## config.mk

```make
export PLATFORM = sky130hd
export DESIGN_NAME = iobuff
export DESIGN_NICKNAME = d
export VERILOG_FILES = /design/src/rtl/iobuff_pkg.sv /design/src/rtl/iobuff_chan.sv /design/src/rtl/iobuff.sv
export SDC_FILE = /design/constraint.sdc
export NUM_CORES = 1
export LEC_CHECK = 0
export CAP_MARGIN = 0
export CORE_AREA = 8 8 45 47
export DETAILED_ROUTE_END_ITERATION = 12
export DIE_AREA = 0 0 53 55
export SLEW_MARGIN = 20
export SYNTH_ARGS = -nofsm -noshare
export SYNTH_HDL_FRONTEND = slang
export SYNTH_SLANG_ARGS = --single-unit
```

## constraint.sdc

```tcl
create_clock -name clk -period 1.45 [get_ports clk]
set_clock_uncertainty 0.15 [all_clocks]
set_input_delay 0.3625 -clock clk [delete_from_list [all_inputs] [get_ports clk]]
set_output_delay 0.3625 -clock clk [all_outputs]
set_load 0.05 [all_outputs]
```

## src/rtl/iobuff_pkg.sv

```systemverilog
// iobuff_pkg -- shared definitions for the iobuff pin controller.
//   mode_e          : per-channel mode / FSM state encoding
//   BUFDIR_HIZ      : 74LVC1T45 DIR level that isolates the bus side
//   BUFOD_HIZ       : 74LVC1G07 input level that releases the pin
//   *_DEF           : default synchronizer depth and turnaround length
//   decode_mode()   : maps the (oe, od, dir) request onto a mode
//   is_drive()      : true for modes that actively drive the pin
package iobuff_pkg;

  typedef enum logic [2:0] {
    HIZ   = 3'd0,
    INPUT = 3'd1,
    PP    = 3'd2,
    OD    = 3'd3,
    TURN  = 3'd4
  } mode_e;

  localparam logic BUFDIR_HIZ      = 1'b0;
  localparam logic BUFOD_HIZ       = 1'b1;
  localparam int   SYNC_STAGES_DEF = 2;
  localparam int   TURN_CYCLES_DEF = 1;

  function automatic mode_e decode_mode(input logic oe, input logic od, input logic dir);
    if (!oe)     return HIZ;
    else if (dir) return INPUT;
    else if (od)  return OD;
    else          return PP;
  endfunction

  function automatic logic is_drive(input mode_e m);
    return (m == PP) || (m == OD);
  endfunction

endpackage

```

## src/rtl/iobuff_chan.sv

```systemverilog
// iobuff_chan -- single-pin I/O buffer controller.
// Decodes the logical request into a mode, sequences break-before-make
// turnarounds between the two drive modes, registers the buffer controls
// and synchronizes the pin readback.
// Optional feature: IOBUFF_CONTENTION_DETECT_EN adds o_contention.
// Ports:
//   clk, rst_n       : clock, asynchronous active-low reset
//   i_oe/i_od/i_dir  : logical request (enable, open-drain, direction)
//   i_din            : value to drive
//   i_pin            : asynchronous pin level from the tristate primitive
//   o_dout           : synchronized pin level
//   o_bufdir, o_bufod: transceiver DIR and open-drain buffer input
//   o_tri_oe/o_tri_dout : tristate data pin enable / value
//   o_contention     : sticky drive-mismatch flag (feature build only)
module iobuff_chan
  import iobuff_pkg::*;
#(
  parameter int SYNC_STAGES = SYNC_STAGES_DEF,
  parameter int TURN_CYCLES = TURN_CYCLES_DEF
) (
  input  logic clk,
  input  logic rst_n,
  input  logic i_oe,
  input  logic i_od,
  input  logic i_dir,
  input  logic i_din,
  input  logic i_pin,
  output logic o_dout,
  output logic o_bufdir,
  output logic o_bufod,
  output logic o_tri_oe,
  output logic o_tri_dout
`ifdef IOBUFF_CONTENTION_DETECT_EN
  ,
  output logic o_contention
`endif
);

  localparam int CW = (TURN_CYCLES > 1) ? $clog2(TURN_CYCLES) : 1;
  localparam logic [CW-1:0] TURN_LAST = CW'(TURN_CYCLES - 1);

  mode_e           w_mode, w_next, r_state;
  logic [CW-1:0]   w_cnt_next, r_cnt;
  logic [SYNC_STAGES-1:0] r_sync;

  assign w_mode = decode_mode(i_oe, i_od, i_dir);

  always_comb begin
    w_next     = r_state;
    w_cnt_next = r_cnt;
    if (w_mode == HIZ) begin
      // Disabling always wins, even mid-turnaround.
      w_next     = HIZ;
      w_cnt_next = '0;
    end else if (r_state == TURN) begin
      // Turnaround runs to completion, then takes the latest request.
      if (r_cnt == TURN_LAST) begin
        w_next     = w_mode;
        w_cnt_next = '0;
      end else begin
        w_cnt_next = r_cnt + 1'b1;
      end
    end else if (w_mode != r_state) begin
      if (is_drive(w_mode) && is_drive(r_state)) begin
        w_next     = TURN;
        w_cnt_next = '0;
      end else begin
        w_next = w_mode;
      end
    end
  end

  // Outputs are registered from the next state so a request change reaches
  // the pin exactly one clock later.
  always_ff @(posedge clk or negedge rst_n) begin
    if (!rst_n) begin
      r_state    <= HIZ;
      r_cnt      <= '0;
      o_bufdir   <= BUFDIR_HIZ;
      o_bufod    <= BUFOD_HIZ;
      o_tri_oe   <= 1'b0;
      o_tri_dout <= 1'b0;
    end else begin
      r_state    <= w_next;
      r_cnt      <= w_cnt_next;
      o_bufdir   <= (w_next == PP) ? 1'b1 : BUFDIR_HIZ;
      o_bufod    <= (w_next == OD) ? i_din : BUFOD_HIZ;
      o_tri_oe   <= (w_next == PP);
      o_tri_dout <= (w_next == PP) && i_din;
    end
  end

  // Readback synchronizer runs in every state so open-drain levels are visible.
  always_ff @(posedge clk or negedge rst_n) begin
    if (!rst_n) r_sync <= '0;
    else        r_sync <= {r_sync[SYNC_STAGES-2:0], i_pin};
  end

  assign o_dout = r_sync[SYNC_STAGES-1];

`ifdef IOBUFF_CONTENTION_DETECT_EN
  localparam int SW = $clog2(SYNC_STAGES + 2);
  localparam logic [SW-1:0] STAB_LIM = SW'(SYNC_STAGES + 1);

  logic          r_din_q;
  logic [SW-1:0] r_stab;
  logic          w_mismatch;

  // In OD a released pin (din=1) may legitimately be held low by another
  // driver, so only a failed pull-down counts.
  assign w_mismatch = is_drive(r_state) && (r_stab == STAB_LIM) &&
                      (o_dout != r_din_q) && ((r_state == PP) || !r_din_q);

  always_ff @(posedge clk or negedge rst_n) begin
    if (!rst_n) begin
      r_din_q      <= 1'b0;
      r_stab       <= '0;
      o_contention <= 1'b0;
    end else begin
      r_din_q <= i_din;
      if (!is_drive(r_state) || (i_din != r_din_q)) r_stab <= '0;
      else if (r_stab != STAB_LIM)                   r_stab <= r_stab + 1'b1;
      if (!i_oe)           o_contention <= 1'b0;
      else if (w_mismatch) o_contention <= 1'b1;
    end
  end
`endif

endmodule

```

## src/rtl/iobuff.sv

```systemverilog
// iobuff -- I/O buffer controller for WIDTH independent pins, each behind a
// 74LVC1T45 transceiver and a 74LVC1G07 open-drain buffer.
// Optional feature: IOBUFF_CONTENTION_DETECT_EN adds the contention port.
// Ports:
//   clk, rst_n             : clock, asynchronous active-low reset
//   oe, od, dir, din       : per-pin logical request and drive value
//   dout                   : synchronized pin level
//   bufdir, bufod          : buffer control pins
//   bufdat_tristate_oe/dout/din : FPGA tristate data pin
//   contention             : sticky drive-mismatch flags (feature build only)
// SYNC_STAGES must be >= 2 and TURN_CYCLES >= 1.
module iobuff
  import iobuff_pkg::*;
#(
  parameter int WIDTH       = 1,
  parameter int SYNC_STAGES = SYNC_STAGES_DEF,
  parameter int TURN_CYCLES = TURN_CYCLES_DEF
) (
  input  logic             clk,
  input  logic             rst_n,
  input  logic [WIDTH-1:0] oe,
  input  logic [WIDTH-1:0] od,
  input  logic [WIDTH-1:0] dir,
  input  logic [WIDTH-1:0] din,
  output logic [WIDTH-1:0] dout,
  output logic [WIDTH-1:0] bufdir,
  output logic [WIDTH-1:0] bufod,
  output logic [WIDTH-1:0] bufdat_tristate_oe,
  output logic [WIDTH-1:0] bufdat_tristate_dout,
  input  logic [WIDTH-1:0] bufdat_tristate_din
`ifdef IOBUFF_CONTENTION_DETECT_EN
  ,
  output logic [WIDTH-1:0] contention
`endif
);

  // Reset asserts asynchronously (pins release at once) but releases
  // synchronously to clk.
  logic r_rst_meta, r_rst_sync;
  logic w_rst_n;

  always_ff @(posedge clk or negedge rst_n) begin
    if (!rst_n) begin
      r_rst_meta <= 1'b0;
      r_rst_sync <= 1'b0;
    end else begin
      r_rst_meta <= 1'b1;
      r_rst_sync <= r_rst_meta;
    end
  end

  assign w_rst_n = r_rst_sync;

  for (genvar g = 0; g < WIDTH; g++) begin : g_chan
    iobuff_chan #(
      .SYNC_STAGES(SYNC_STAGES),
      .TURN_CYCLES(TURN_CYCLES)
    ) u_chan (
      .clk         (clk),
      .rst_n       (w_rst_n),
      .i_oe        (oe[g]),
      .i_od        (od[g]),
      .i_dir       (dir[g]),
      .i_din       (din[g]),
      .i_pin       (bufdat_tristate_din[g]),
      .o_dout      (dout[g]),
      .o_bufdir    (bufdir[g]),
      .o_bufod     (bufod[g]),
      .o_tri_oe    (bufdat_tristate_oe[g]),
      .o_tri_dout  (bufdat_tristate_dout[g])
`ifdef IOBUFF_CONTENTION_DETECT_EN
      ,
      .o_contention(contention[g])
`endif
    );
  end

endmodule

```

==> results of run 1 <==
## flip-flops by register name (all words and copies together) (netlist names)
name,cells
g_chan.u_chan.r_state,3
g_chan.u_chan.r_sync,2
g_chan.u_chan.o_bufod,1
r_rst_sync,1
g_chan.u_chan.o_bufdir,1
g_chan.u_chan.o_tri_dout,1
r_rst_meta,1
## cells in the mapped netlist
cell type,number,area share
dfrtp_1,9,0.61
a2111oi_2,1,0.041
a211oi_1,1,0.020
a21oi_1,1,0.014
buf_4,1,0.020
conb_1,1,0.010
dfstp_2,1,0.071
inv_1,1,0.010
nand2b_1,1,0.017
nand2b_4,1,0.037
nor2_1,1,0.010
nor2b_1,1,0.017
nor3_1,1,0.014
nor3b_1,1,0.020
o211ai_1,1,0.020
o21ai_0,1,0.014
o21ba_1,1,0.027
xnor2_1,1,0.024
## per-layer routing
metal	share of wire	up-vias	global-route usage
met5	0	-	0
met4	0	0	0.0603
met3	0.079	0	0.0348
met2	0.60	6	0.109
met1	0.32	128	0.0421
li1	-	123	-
## logic make-up (layout without fill, tap and decap cells)
family	after synthesis	count (layout)
xor+xnor	1	1
flops	10	10
buf+inv	2	19
compound gates	6	6
simple gates	6	6
other cells	1	1
## area by class of cell
type | instances | share of cell area
Clock buffer | 4 | 0.0444
Inverter | 1 | 0.00634
Sequential cell | 10 | 0.425
Multi-Input combinational cell | 14 | 0.178
Tap cell | 16 | 0.0338
Timing Repair Buffer | 14 | 0.313
## worst max path at each step
stage                                             start                                    end  slack [ps]  cells past startpoint
floorplan           g_chan[0].u_chan.o_bufdir$_DFF_PN0_                                 bufdir          50                      1
CTS                  g_chan[0].u_chan.o_bufod$_DFF_PN1_                                  bufod          -2                      1
global route         g_chan[0].u_chan.o_bufod$_DFF_PN1_                                  bufod         -30                      1
detailed placement                                   oe  g_chan[0].u_chan.o_tri_dout$_DFF_PN0_        -180                      3
finish               g_chan[0].u_chan.o_bufod$_DFF_PN1_                                  bufod           9                      1
global placement                                     oe  g_chan[0].u_chan.o_tri_dout$_DFF_PN0_         -90                      3
## through the flow
stage	setup WS, ps	area [um^2]
floorplan	51.2	368
global placement	-87.1	556
detailed placement	-179	556
CTS	-2.34	592
global route	-33.0	592
finish	9.12	592
## power by group
group | internal, mW | total, mW | switching [mW]
clock | 0.106 | 0.193 | 0.0874
combinational | 0.0499 | 0.0942 | 0.0442
sequential | 0.292 | 0.302 | 0.0100
total | 0.448 | 0.590 | 0.142
## what timing repair did
action,in CTS,in global routing
hold buffers,1,0
setup endpoints to repair,1,1
hold endpoints to repair,7,0
==> impl_results.md, run 1 <==
* Fraction of layout cells with a size suffix above 1 at 0.302
* CTS tree: built
* Compound-Gate Fraction of Synth Area at 0.136
* Placed insts at 54
* Worst hold path type: flop to asynchronous set/reset pin
* Largest net degree at the start of global routing at 8
* Initial DRT Pass Iterations at 3
* Most frequent cells in the layout: 9 x dfrtp_1, 6 x clkdlybuf4s50_1, 5 x buf_12
* Height of the chip at 55 um
* Period Utilization, post-route at 0.994
* Family with the most delay on the worst path: flip-flops
* CTS Buf Count at 3
* Synth Area in Simple Gates at 0.116
* ANT nets after route at 0
* CTS resizes at 0
* Initial Util at 0.266
* Non-filler cells, final at 59
* Synth Register Bits at 10
* Fillers at 124
* Seq/Total Area, Yosys at 0.684
* Syn Inst Count at 26
* Reg-to-reg endpoint: g_chan[0].u_chan.o_tri_dout$_DFF_PN0_
* Ports at 12
* Hold Slack at 43.0 ps
* Worst-case reg-to-reg path depth at 2
* Max-Cap Viols at 0
* Final Hold Fails at 0
* Multiplexer share of the synthesized area at 0
* Ys Warns at 0
* Minimum clock period at 1440 ps
* N_diodes at 0
* Worst flop-to-flop path startpoint: g_chan[0].u_chan.r_state[1]$_DFF_PN0_
* Largest family of logic cells by synthesized area: compound AO/OA/AOI/OAI gates
* Clock Sinks at 10
* Maximum clock insertion buffer count at 2
* Via count at 257
* Post-CTS Setup Inserts at 0
* Power per cell area at 996 nW/um^2
* Rows at 14
* Multi-input gate area at 105 um^2
* Setup slack on the worst flop-to-flop path at 300 ps
* Adder and majority gate portion of the synthesized area at 0
* First-pass GRT wire length at 1200 um
* Total power after layout at 0.590 mW
* Peak Freq at 694 MHz
* Post-route DRC violation count at 0
* Unrepaired setup endpoints after global routing: true
* Crit-path slowest cell: dfstp_2
* Peak supply drop at 0.352 mV
* Leakage at 0.261 nW
* CP Cell Sequence: buf_12
* Syn_nets at 33
* Final #Nets at 51
* Commonest non-fill, non-tap cell in the layout: dfrtp_1
* Post-DP HPWL at 644 um
* # H-tree levels at 1
* Final Wtd Congestion at 0.596
* Initial antenna violation count at 0
* Core area at 1380 um^2
* Slew Viols, Final at 0
* Status: finished clean
* Worst Path Buf+Inv at 1
* Total Routed Length at 745 um
* Setup TNS at 0 ps
* CP max FO at 1
* Startpoint types: flop
* IO Port Bufs at 11
* CTS Root Buffer Type: clkbuf_4
* Die Span X at 53 um
* Sequential cell area at 251 um^2
* Worst endpoint required time at 940 ps
* DIE AREA at 2920 um^2
* GRT overflow at 0
* Critical path type: flop to primary output
* Crit path DAT at 930 ps
* WL/cell at 12.6 um
* Post-synthesis xor/xnor area fraction at 0.0238
* Vias in the first global route at 291
* Via/cell ratio at 4.36
* # setup viols final at 0
* Synthesis-to-layout area growth at 60.9%
* Mean Syn Cell Area at 14.1 um^2
* CP Capture Type: primary output
* Tot GR Track Use at 0.0606
* Worst skew pair latency at 250 ps
* Worst-path clk slew at 60 ps
* Yosys cell types at 18
* Starting DRC count in detailed routing at 2
* Synthesized area at 368 um^2
* Utilization after layout at 0.428
* Slowest cell delay on critical path at 540 ps
Note: power is estimated with default switching activity, not from simulation.
==> run 2: changes to the inputs <==
Settings changed: TNS_END_PERCENT from default to 30.
Clock period 1.45 ns to 1.7 ns, I/O delays scaled along.
==> impl_results.md, run 2 (synthesis results as in run 1) <==
* First-pass GRT wire length at 1080 um (-9.8%)
* Post-CTS Setup Inserts at 0 (unchanged)
* Ports at 12 (unchanged)
* Slew Viols, Final at 0 (unchanged)
* Setup TNS at 0 ps (unchanged)
* Height of the chip at 55 um (unchanged)
* N_diodes at 0 (unchanged)
* IO Port Bufs at 11 (unchanged)
* Via count at 251 (-2.3%)
* Worst hold path type: flop to asynchronous set/reset pin
* CTS Buf Count at 3 (unchanged)
* Largest regs: g_chan.u_chan.r_state (3), g_chan.u_chan.r_sync (2)
* Fraction of layout cells with a size suffix above 1 at 0.268 (-0.0340)
* CP max FO at 1 (unchanged)
* Hold Slack at 54.6 ps (+11.6 ps)
* Rows at 14 (unchanged)
* ANT nets after route at 0 (unchanged)
* Worst Path Buf+Inv at 1 (unchanged)
* Cell area after layout at 577 um^2 (-2.5%)
* CP Capture Type: primary output
* Tot GR Track Use at 0.0529 (-0.00775)
* CTS tree: built
* DIE AREA at 2920 um^2 (unchanged)
* Maximum clock insertion buffer count at 2 (unchanged)
* Startpoint types: flop
* Commonest non-fill, non-tap cell in the layout: dfrtp_1
* Crit-path slowest cell: dfstp_2
* Core area at 1380 um^2 (unchanged)
* Initial antenna violation count at 0 (unchanged)
* Most flop-heavy register: g_chan.u_chan.r_state
* Most frequent cells in the layout: 9 x dfrtp_1, 6 x clkdlybuf4s50_1, 5 x buf_12
* Initial Util at 0.266 (unchanged)
* Crit path DAT at 930 ps (about the same)
* DP Area at 541 um^2 (-2.7%)
* Cts hold-fix bufs at 1 (unchanged)
* CTS Root Buffer Type: clkbuf_4
* Slowest cell delay on critical path at 540 ps (about the same)
* Utilization after layout at 0.417 (-0.0109)
* GRT overflow at 0 (unchanged)
* CTS resizes at 0 (unchanged)
* Final #Nets at 49 (-3.9%)
* Die Span X at 53 um (unchanged)
* Worst skew pair latency at 260 ps (about the same)
* # H-tree levels at 1 (unchanged)
* Post-route DRC violation count at 0 (unchanged)
* Starting DRC count in detailed routing at 1 (-1)
* Vias in the first global route at 258 (-11%)
* Synthesis-to-layout area growth at 56.8%
* Post-DP HPWL at 582 um (-9.6%)
* Max-Cap Viols at 0 (unchanged)
* Critical path type: flop to primary output
* # setup viols final at 0 (unchanged)
* Peak supply drop at 0.312 mV (-11%)
* Initial DRT Pass Iterations at 2 (-1)
* Leakage at 0.251 nW (-3.7%)
* Worst-path clk slew at 60 ps (about the same)
* Via/cell ratio at 4.40 (+1.1%)
* Total Routed Length at 689 um (-7.5%)
* WL/cell at 12.1 um (-4.3%)
* CP Cell Sequence: buf_12
* Unrepaired setup endpoints after global routing: false
* Final Wtd Congestion at 0.596 (about the same)
* Power per cell area at 860 nW/um^2 (-14%)
* Worst endpoint required time at 1120 ps (+180 ps)
* Minimum clock period at 1500 ps
* Clock Sinks at 10 (unchanged)
* Period Utilization, post-route at 0.883
* Largest register FFs at 3 (unchanged)
* Peak Freq at 666 MHz
* Status: finished clean
* Final Hold Fails at 0 (unchanged)
* Family with the most delay on the worst path: flip-flops
* Largest net degree at the start of global routing at 8 (unchanged)
-- run 2: cell types whose count changed in the layout (fill, tap and decap cells not counted), sizes merged --
cell  change
buf       -2
-- run 2: per-stage QoR --
step                      total power, mW  cells  worst slack, ps
after floorplan                     0.294     26              239
after global placement              0.334     52             88.3
after detailed placement            0.337     52             55.8
after CTS                           0.506     57              186
after global routing                0.528     57              165
final                               0.496     57              199
-- run 2: metal layers --
metal  vias up  share of wire  global-route usage
met2        10           0.52              0.0898
met3         4           0.10              0.0267
met5         -              0                   0
met4         0          0.061              0.0517
met1       119           0.31              0.0435
li1        118              -                   -
-- run 2: path summary, 6_finish.rpt --
check | start | end | slack [ps] | cells after the start
worst max-delay path | g_chan[0].u_chan.o_bufod$_DFF_PN1_ | bufod | 200 | 1
worst min-delay path | r_rst_sync$_DFF_PN0_ | g_chan[0].u_chan.o_bufod$_DFF_PN1_ | 50 | 0
worst max register to register | g_chan[0].u_chan.r_state[1]$_DFF_PN0_ | g_chan[0].u_chan.o_tri_dout$_DFF_PN0_ | 570 | 2
worst min register to register | r_rst_sync$_DFF_PN0_ | g_chan[0].u_chan.o_bufod$_DFF_PN1_ | 50 | 0
max in group asynchronous | r_rst_sync$_DFF_PN0_ | g_chan[0].u_chan.r_state[0]$_DFF_PN0_ | 610 | 1
min in group clk | r_rst_meta$_DFF_PN0_ | r_rst_sync$_DFF_PN0_ | 200 | 0
-- run 2: final cells by class --
cell class                      count  area, um^2
Fill cell                         116         807
Sequential cell                    10         251
Timing Repair Buffer               12         170
Multi-Input combinational cell     14         105
Clock buffer                        4        26.3
Tap cell                           16        20.0
Inverter                            1        3.75
-- run 2: where the power goes --
| group | switching [mW] | internal [mW] | leakage [nW] | total (mW) |
|---|---|---|---|---|
| Sequential | 0.00851 | 0.249 | 0.124 | 0.258 |
| Clock | 0.0719 | 0.0903 | 0.0150 | 0.162 |
| Combinational | 0.0363 | 0.0397 | 0.112 | 0.0760 |
| Total | 0.117 | 0.379 | 0.251 | 0.496 |
